===== src/rtl/text_pkg.sv =====
// Shared constants and FSM encoding for the character text buffer.
package text_pkg;

   localparam logic [7:0] CHAR_SPACE = 8'h20;
   localparam logic [7:0] CHAR_LF    = 8'h0A;
   localparam logic [7:0] CHAR_FF    = 8'h0C;

   typedef enum logic [1:0] {
      ST_IDLE   = 2'd0,
      ST_SCROLL = 2'd1,
      ST_CLEAR  = 2'd2
   } state_e;

endpackage


===== src/rtl/text_buffer_ram.sv =====
// Character storage: one write port, a registered read-before-write read
// port and a combinational source port used while scrolling.
module text_buffer_ram
   import text_pkg::*;
#(
   parameter int DEPTH     = 32,
   parameter int ADDR_W    = 5,
   parameter int CHAR_W    = 8,
   parameter int INIT_BASE = 48
) (
   input  logic              i_clk,
   input  logic              i_rst,
   input  logic              i_wr_en,
   input  logic [ADDR_W-1:0] i_wr_addr,
   input  logic [CHAR_W-1:0] i_wr_data,
   input  logic              i_rd_en,
   input  logic [ADDR_W-1:0] i_rd_addr,
   output logic [CHAR_W-1:0] o_rd_data,
   input  logic [ADDR_W-1:0] i_src_addr,
   output logic [CHAR_W-1:0] o_src_data
);

   logic [CHAR_W-1:0] cell_w [DEPTH];
   logic [CHAR_W-1:0] rd_q;

   for (genvar g = 0; g < DEPTH; g++) begin : g_cell
      // Power-on content is the linear index offset by INIT_BASE.
      logic [CHAR_W-1:0] cell_q = CHAR_W'(INIT_BASE + g);

      // NOTE: storage cells take no reset; only writes change them, so the
      // power-on pattern survives i_rst and the array can map onto RAM/LUTs.
      always_ff @(posedge i_clk) begin
         if (i_wr_en && (i_wr_addr == ADDR_W'(g))) begin
            cell_q <= i_wr_data;
         end
      end

      assign cell_w[g] = cell_q;
   end

   // Registered read; sees the cell value from before a same-edge write.
   always_ff @(posedge i_clk) begin
      if (i_rst) begin
         rd_q <= '0;
      end else begin
         rd_q <= i_rd_en ? cell_w[i_rd_addr] : CHAR_W'(CHAR_SPACE);
      end
   end

   assign o_rd_data  = rd_q;
   assign o_src_data = ({1'b0, i_src_addr} < (ADDR_W + 1)'(DEPTH))
                       ? cell_w[i_src_addr] : CHAR_W'(CHAR_SPACE);

endmodule


===== src/rtl/text_buffer.sv =====
// Character text buffer with write cursor, line feed, scroll and clear.
module text_buffer
   import text_pkg::*;
#(
   parameter int COLS      = 16,
   parameter int ROWS      = 2,
   parameter int CHAR_W    = 8,
   parameter int INIT_BASE = 48
) (
   input  logic                    i_clk,
   input  logic                    i_rst,
   input  logic                    i_wrValid,
   output logic                    o_wrReady,
   input  logic [CHAR_W-1:0]       i_wrData,
   input  logic [$clog2(ROWS)-1:0] i_rdRow,
   input  logic [$clog2(COLS)-1:0] i_rdCol,
   output logic [CHAR_W-1:0]       o_rdData,
   output logic [$clog2(ROWS)-1:0] o_cursorRow,
   output logic [$clog2(COLS)-1:0] o_cursorCol,
   output logic                    o_busy
);

   localparam int ROW_W  = $clog2(ROWS);
   localparam int COL_W  = $clog2(COLS);
   localparam int DEPTH  = ROWS * COLS;
   localparam int ADDR_W = $clog2(DEPTH);
   localparam int COPY_N = (ROWS - 1) * COLS;

   localparam logic [ROW_W-1:0]  ROW_LAST = ROW_W'(ROWS - 1);
   localparam logic [COL_W-1:0]  COL_LAST = COL_W'(COLS - 1);
   localparam logic [ADDR_W-1:0] SEQ_LAST = ADDR_W'(DEPTH - 1);

   state_e             state_q, state_d;
   logic [ROW_W-1:0]   row_q, row_d;
   logic [COL_W-1:0]   col_q, col_d;
   logic [ADDR_W-1:0]  seq_q, seq_d;

   logic               wr_en;
   logic [ADDR_W-1:0]  wr_addr;
   logic [CHAR_W-1:0]  wr_data;
   logic               rd_en;
   logic [ADDR_W-1:0]  rd_addr;
   logic [ADDR_W-1:0]  src_addr;
   logic [CHAR_W-1:0]  src_data;

   function automatic logic [ADDR_W-1:0] lin_addr(input logic [ROW_W-1:0] row,
                                                  input logic [COL_W-1:0] col);
      return ADDR_W'(row) * ADDR_W'(COLS) + ADDR_W'(col);
   endfunction

   assign rd_en    = ({1'b0, i_rdRow} < (ROW_W + 1)'(ROWS)) &&
                     ({1'b0, i_rdCol} < (COL_W + 1)'(COLS));
   assign rd_addr  = lin_addr(i_rdRow, i_rdCol);
   assign src_addr = seq_q + ADDR_W'(COLS);

   // Next-state, cursor movement and write-port control.
   always_comb begin
      // NOTE: every output of this block gets a default first, so no path
      // leaves one unassigned and no latch is inferred.
      state_d = state_q;
      row_d   = row_q;
      col_d   = col_q;
      seq_d   = seq_q;
      wr_en   = 1'b0;
      wr_addr = lin_addr(row_q, col_q);
      wr_data = i_wrData;

      case (state_q)
         ST_IDLE: begin
            if (i_wrValid) begin
               if (i_wrData == CHAR_W'(CHAR_FF)) begin
                  state_d = ST_CLEAR;
                  seq_d   = '0;
               end else begin
                  wr_en = (i_wrData != CHAR_W'(CHAR_LF));
                  if ((i_wrData == CHAR_W'(CHAR_LF)) || (col_q == COL_LAST)) begin
                     col_d = '0;
                     if (row_q == ROW_LAST) begin
                        state_d = ST_SCROLL;
                        seq_d   = '0;
                     end else begin
                        row_d = row_q + ROW_W'(1);
                     end
                  end else begin
                     col_d = col_q + COL_W'(1);
                  end
               end
            end
         end
         ST_SCROLL: begin
            // Copy each cell from one row below, then blank the last row.
            wr_en   = 1'b1;
            wr_addr = seq_q;
            wr_data = (seq_q < ADDR_W'(COPY_N)) ? src_data : CHAR_W'(CHAR_SPACE);
            if (seq_q == SEQ_LAST) state_d = ST_IDLE;
            else                   seq_d   = seq_q + ADDR_W'(1);
         end
         default: begin
            wr_en   = 1'b1;
            wr_addr = seq_q;
            wr_data = CHAR_W'(CHAR_SPACE);
            if (seq_q == SEQ_LAST) begin
               state_d = ST_IDLE;
               row_d   = '0;
               col_d   = '0;
            end else begin
               seq_d = seq_q + ADDR_W'(1);
            end
         end
      endcase

      // Reset wins over any write, including an in-flight scroll/clear.
      if (i_rst) wr_en = 1'b0;
   end

   // State and cursor registers with synchronous reset.
   always_ff @(posedge i_clk) begin
      // NOTE: sequential state uses non-blocking assignments so every
      // register samples pre-edge values regardless of statement order.
      if (i_rst) begin
         state_q <= ST_IDLE;
         row_q   <= '0;
         col_q   <= '0;
         seq_q   <= '0;
      end else begin
         state_q <= state_d;
         row_q   <= row_d;
         col_q   <= col_d;
         seq_q   <= seq_d;
      end
   end

   text_buffer_ram #(
      .DEPTH    (DEPTH),
      .ADDR_W   (ADDR_W),
      .CHAR_W   (CHAR_W),
      .INIT_BASE(INIT_BASE)
   ) u_ram (
      .i_clk     (i_clk),
      .i_rst     (i_rst),
      .i_wr_en   (wr_en),
      .i_wr_addr (wr_addr),
      .i_wr_data (wr_data),
      .i_rd_en   (rd_en),
      .i_rd_addr (rd_addr),
      .o_rd_data (o_rdData),
      .i_src_addr(src_addr),
      .o_src_data(src_data)
   );

   assign o_busy      = (state_q != ST_IDLE);
   assign o_wrReady   = (state_q == ST_IDLE);
   assign o_cursorRow = row_q;
   assign o_cursorCol = col_q;

endmodule


===== config.mk =====
export PLATFORM = sky130hd
export DESIGN_NAME = text_buffer
export DESIGN_NICKNAME = d
export VERILOG_FILES = /design/src/rtl/text_pkg.sv /design/src/rtl/text_buffer_ram.sv /design/src/rtl/text_buffer.sv
export SDC_FILE = /design/constraint.sdc
export NUM_CORES = 1
export LEC_CHECK = 0
export BUFFER_PORTS_ARGS = -buffer_cell sky130_fd_sc_hd__buf_2
export CAP_MARGIN = 20
export CORE_MARGIN = 1.5
export CORE_UTILIZATION = 50
export DETAILED_ROUTE_END_ITERATION = 8
export GPL_ROUTABILITY_DRIVEN = 0
export PLACE_DENSITY = 0.66
export SLEW_MARGIN = 5
export SYNTH_ARGS = -nofsm -noshare
export SYNTH_HDL_FRONTEND = slang
export SYNTH_HIERARCHICAL = 1
export SYNTH_SLANG_ARGS = --single-unit

===== constraint.sdc =====
create_clock -name i_clk -period 3.58 [get_ports i_clk]
set_input_delay 0.716 -clock i_clk [delete_from_list [all_inputs] [get_ports i_clk]]
set_output_delay 0.716 -clock i_clk [all_outputs]
set_load 0.02 [all_outputs]

==> flow_metrics.env <==
export IMPL_multiInputGateArea_um2=4820
export IMPL_ant_nets=0
export IMPL_area_growth_pct=15.4
export IMPL_clockBufferDepth=3
export IMPL_cts_buffers=28
export IMPL_r2r_start="state_q[0]$_SDFFE_PP0P_"
export IMPL_critical_path_class="flip-flop to flip-flop"
export IMPL_via_per_inst=6.78
export IMPL_final_cell_mix="256 x edfxtp_1, 118 x mux4_2, 84 x buf_4"
export IMPL_final_common_cell="edfxtp_1"
export IMPL_cts_htree_levels=1
export IMPL_reg2reg_slack_ns=0.17
export IMPL_status="complete, no violations"
export IMPL_cts_tree="done"
export IMPL_register_area_um2=8090
export IMPL_n_antenna_cell=0
export IMPL_core_um2=25900
export IMPL_worstSetupEndpointType="flip-flop"
export IMPL_seq_area_frac_synth_pct=61.5
export IMPL_syn_cell_area_um2=13200
export IMPL_cts_setup_buffers=0
export IMPL_grt_pass1_vias=8358
export IMPL_synth_warnings=6
export IMPL_final_max_slew_violation_count=0
export IMPL_hold_ws_ns=0.478
export IMPL_avgSynthCellArea_um2=17.3
export IMPL_io_buffers=30
export IMPL_async_flop_share_pct=0
export IMPL_dr_total_vias=8227
export IMPL_switching_power_w=0.00144
export IMPL_wire_per_inst_um=31.8
export IMPL_synth_area_leaders="edfxtp_1 58%, mux4_2 20%, mux2i_1 4.2%"
export IMPL_worstPathArrival_ns=3.67
export IMPL_final_layout_size_suffix_gt1_share_pct=35.0
export IMPL_drc=0
export IMPL_power_share_combinational_pct=5.3
export IMPL_clk_pin_slew_ns=0.06
export IMPL_period_needed_ns=3.41
export IMPL_power_frac_clock_pct=43.4
export IMPL_worst_slew_pin_slew_ns=1.02
export IMPL_fp_dieW_um=165
export IMPL_cts_root_buf="clkbuf_16"
export IMPL_n_fill_cell=1900
export IMPL_clk_latency_ns=0.55
export IMPL_cts_sinks=276
export IMPL_cp_max_fo=16
export IMPL_ctsResizeCount=0
export IMPL_yosysTopAreaCell="edfxtp_1"
export IMPL_synth_edf_count=256
export IMPL_syn_inst=761
export IMPL_ir_drop_uv=385
export IMPL_grt_first_pass_wirelength_um=55600
export IMPL_hold_violations=0
export IMPL_synth_seq_cells=276
export IMPL_max_freq_ghz=0.293
export IMPL_relSlewSlack_pct=31.4
export IMPL_rsz0062_at_grt="no"
export IMPL_io_pins=31
export IMPL_intPower_w=0.00547
export IMPL_grt_antenna_before_repair=0
export IMPL_worst_r2r_cell_count=6
export IMPL_synth_ff_type="edfxtp_1"
export IMPL_initial_core_util_pct=50.8
export IMPL_clock_skew_ns=0.0168
export IMPL_wl_um=38600
export IMPL_timing_rr_end="u_ram/g_cell[20].cell_q[2]$_DFFE_PP_"
export IMPL_finalSetupTns_ns=0
export IMPL_rows=59
export IMPL_p_seq_share_pct=51.3
export IMPL_grt_usage_pct=29.3
export IMPL_cp_required_ns=3.84
export IMPL_hold_class="input port to flip-flop"
export IMPL_grt_max_degree=39
export IMPL_min_from="i_wrValid"
export IMPL_power_density_nw_per_um2=455
export IMPL_grt_overflow_total=0
export IMPL_synth_cell_types=59
export IMPL_holdPathEnd="state_q[1]$_SDFFE_PP0P_"
export IMPL_setup_viol=0
export IMPL_whs_path_depth=3
export IMPL_post_route_period_util_pct=95.4
export IMPL_drv_cap=0
export IMPL_critPathLaunchType="flip-flop"
export IMPL_synth_top_area_share_pct=58.4
export IMPL_dr_pass1_iters=7
export IMPL_netSwitchingFraction_pct=20.9
export IMPL_leakage_nw=5.02
export IMPL_hold_buffers=0
export IMPL_nNetsFinal=875
export IMPL_drt_iter0_drc=1098
export IMPL_die_h_um=165
export IMPL_dpl_hpwl_um=26100
export IMPL_dieArea_um2=27300
[worst max-delay path, stage by stage (launching register included)]
cell and delay [ns]:
dfxtp_1 0.64, or2_1 0.60, inv_4 0.15, o21ai_0 0.62
nand4b_1 0.31, nor3_1 0.49, buf_4 0.28
[cell type report]
cell class,instances,share of cell area [%]
flip-flops and latches,276,53.3
multi-input cells,424,31.7
repair buffers,118,5.77
clock buffers,35,4.79
well taps,335,2.76
clock inverters,17,1.46
inverters,8,0.214
[layer usage]
metal / track usage [%] / vias to the layer above / part of all wire, %
met2: 46.4 / 517 / 48
li1: - / 3366 / -
met5: 0 / - / 0
met1: 39.1 / 4222 / 37
met4: 14.0 / 0 / 5.4
met3: 5.87 / 122 / 9.9
[worst max-delay path by stage]
| stage | end | slack, ns | from |
|---|---|---|---|
| floorplan | u_ram/g_cell[0].cell_q[5]$_DFFE_PP_ | 0.64 | seq_q[1]$_SDFFE_PP0P_ |
| global placement | u_ram/g_cell[15].cell_q[5]$_DFFE_PP_ | 0.49 | seq_q[0]$_SDFFE_PP0P_ |
| detailed placement | u_ram/g_cell[20].cell_q[2]$_DFFE_PP_ | 0.39 | state_q[0]$_SDFFE_PP0P_ |
| CTS | u_ram/g_cell[20].cell_q[2]$_DFFE_PP_ | 0.38 | state_q[0]$_SDFFE_PP0P_ |
| global route | u_ram/g_cell[20].cell_q[2]$_DFFE_PP_ | 0.12 | state_q[0]$_SDFFE_PP0P_ |
| finish | u_ram/g_cell[20].cell_q[2]$_DFFE_PP_ | 0.17 | state_q[0]$_SDFFE_PP0P_ |
[sequential cells by signal (all words and copies together), names as in the netlist]
| signal | cells |
|---|---|
| u_ram/g_cell.cell_q | 256 |
| u_ram/o_rd_data | 8 |
| seq_q | 5 |
| o_cursorCol | 4 |
| state_q | 2 |
| o_cursorRow | 1 |
[power by group through the flow]
stage	registers, W	logic (W)	clock network [W]
floorplan	0.00362	0.000220	0
global placement	0.00361	0.000352	0
detailed placement	0.00362	0.000363	0
CTS	0.00355	0.000365	0.00303
global route	0.00355	0.000391	0.00315
finish	0.00355	0.000369	0.00300
[synth_stat cells, types with 8 or more instances]
| cell type | instances |
|---|---|
| mux4_2 | 118 |
| nand3_1 | 8 |
| a21oi_1 | 27 |
| dfxtp_1 | 20 |
| nor3_1 | 8 |
| clkbuf_1 | 22 |
| buf_1 | 10 |
| a22oi_1 | 24 |
| edfxtp_1 | 256 |
| buf_2 | 16 |
| o22ai_1 | 8 |
| nor2b_1 | 14 |
| nand2b_1 | 14 |
| mux2_2 | 11 |
| mux2i_1 | 55 |
| nand2_1 | 19 |
| nor2_1 | 41 |
[through the flow]
step           worst slack, ns  utilization (%)  cell area (µm²)  instances  power (W)
4_1_cts                  0.383             58.6            15200       1213    0.00694
3_5_place_dp             0.394             55.0            14200       1161    0.00398
5_1_grt                  0.115             58.6            15200       1213    0.00709
2_1_floorplan            0.636                -            13200        763    0.00384
6_report                 0.166             58.6            15200       1213    0.00692
3_3_place_gp             0.488             55.0            14200       1161    0.00397
[logic make-up after synthesis]
group           after synthesis  share of synthesized area (%)
fa+ha+maj                     3                          0.285
compound gates              102                           5.34
other cells                   1                         0.0285
simple gates                131                           5.31
xor+xnor                      1                         0.0666
mux                         184                           25.3
flops                       276                           61.5
buf+inv                      63                           2.20
No activity file was read; power rests on OpenSTA's default activity.
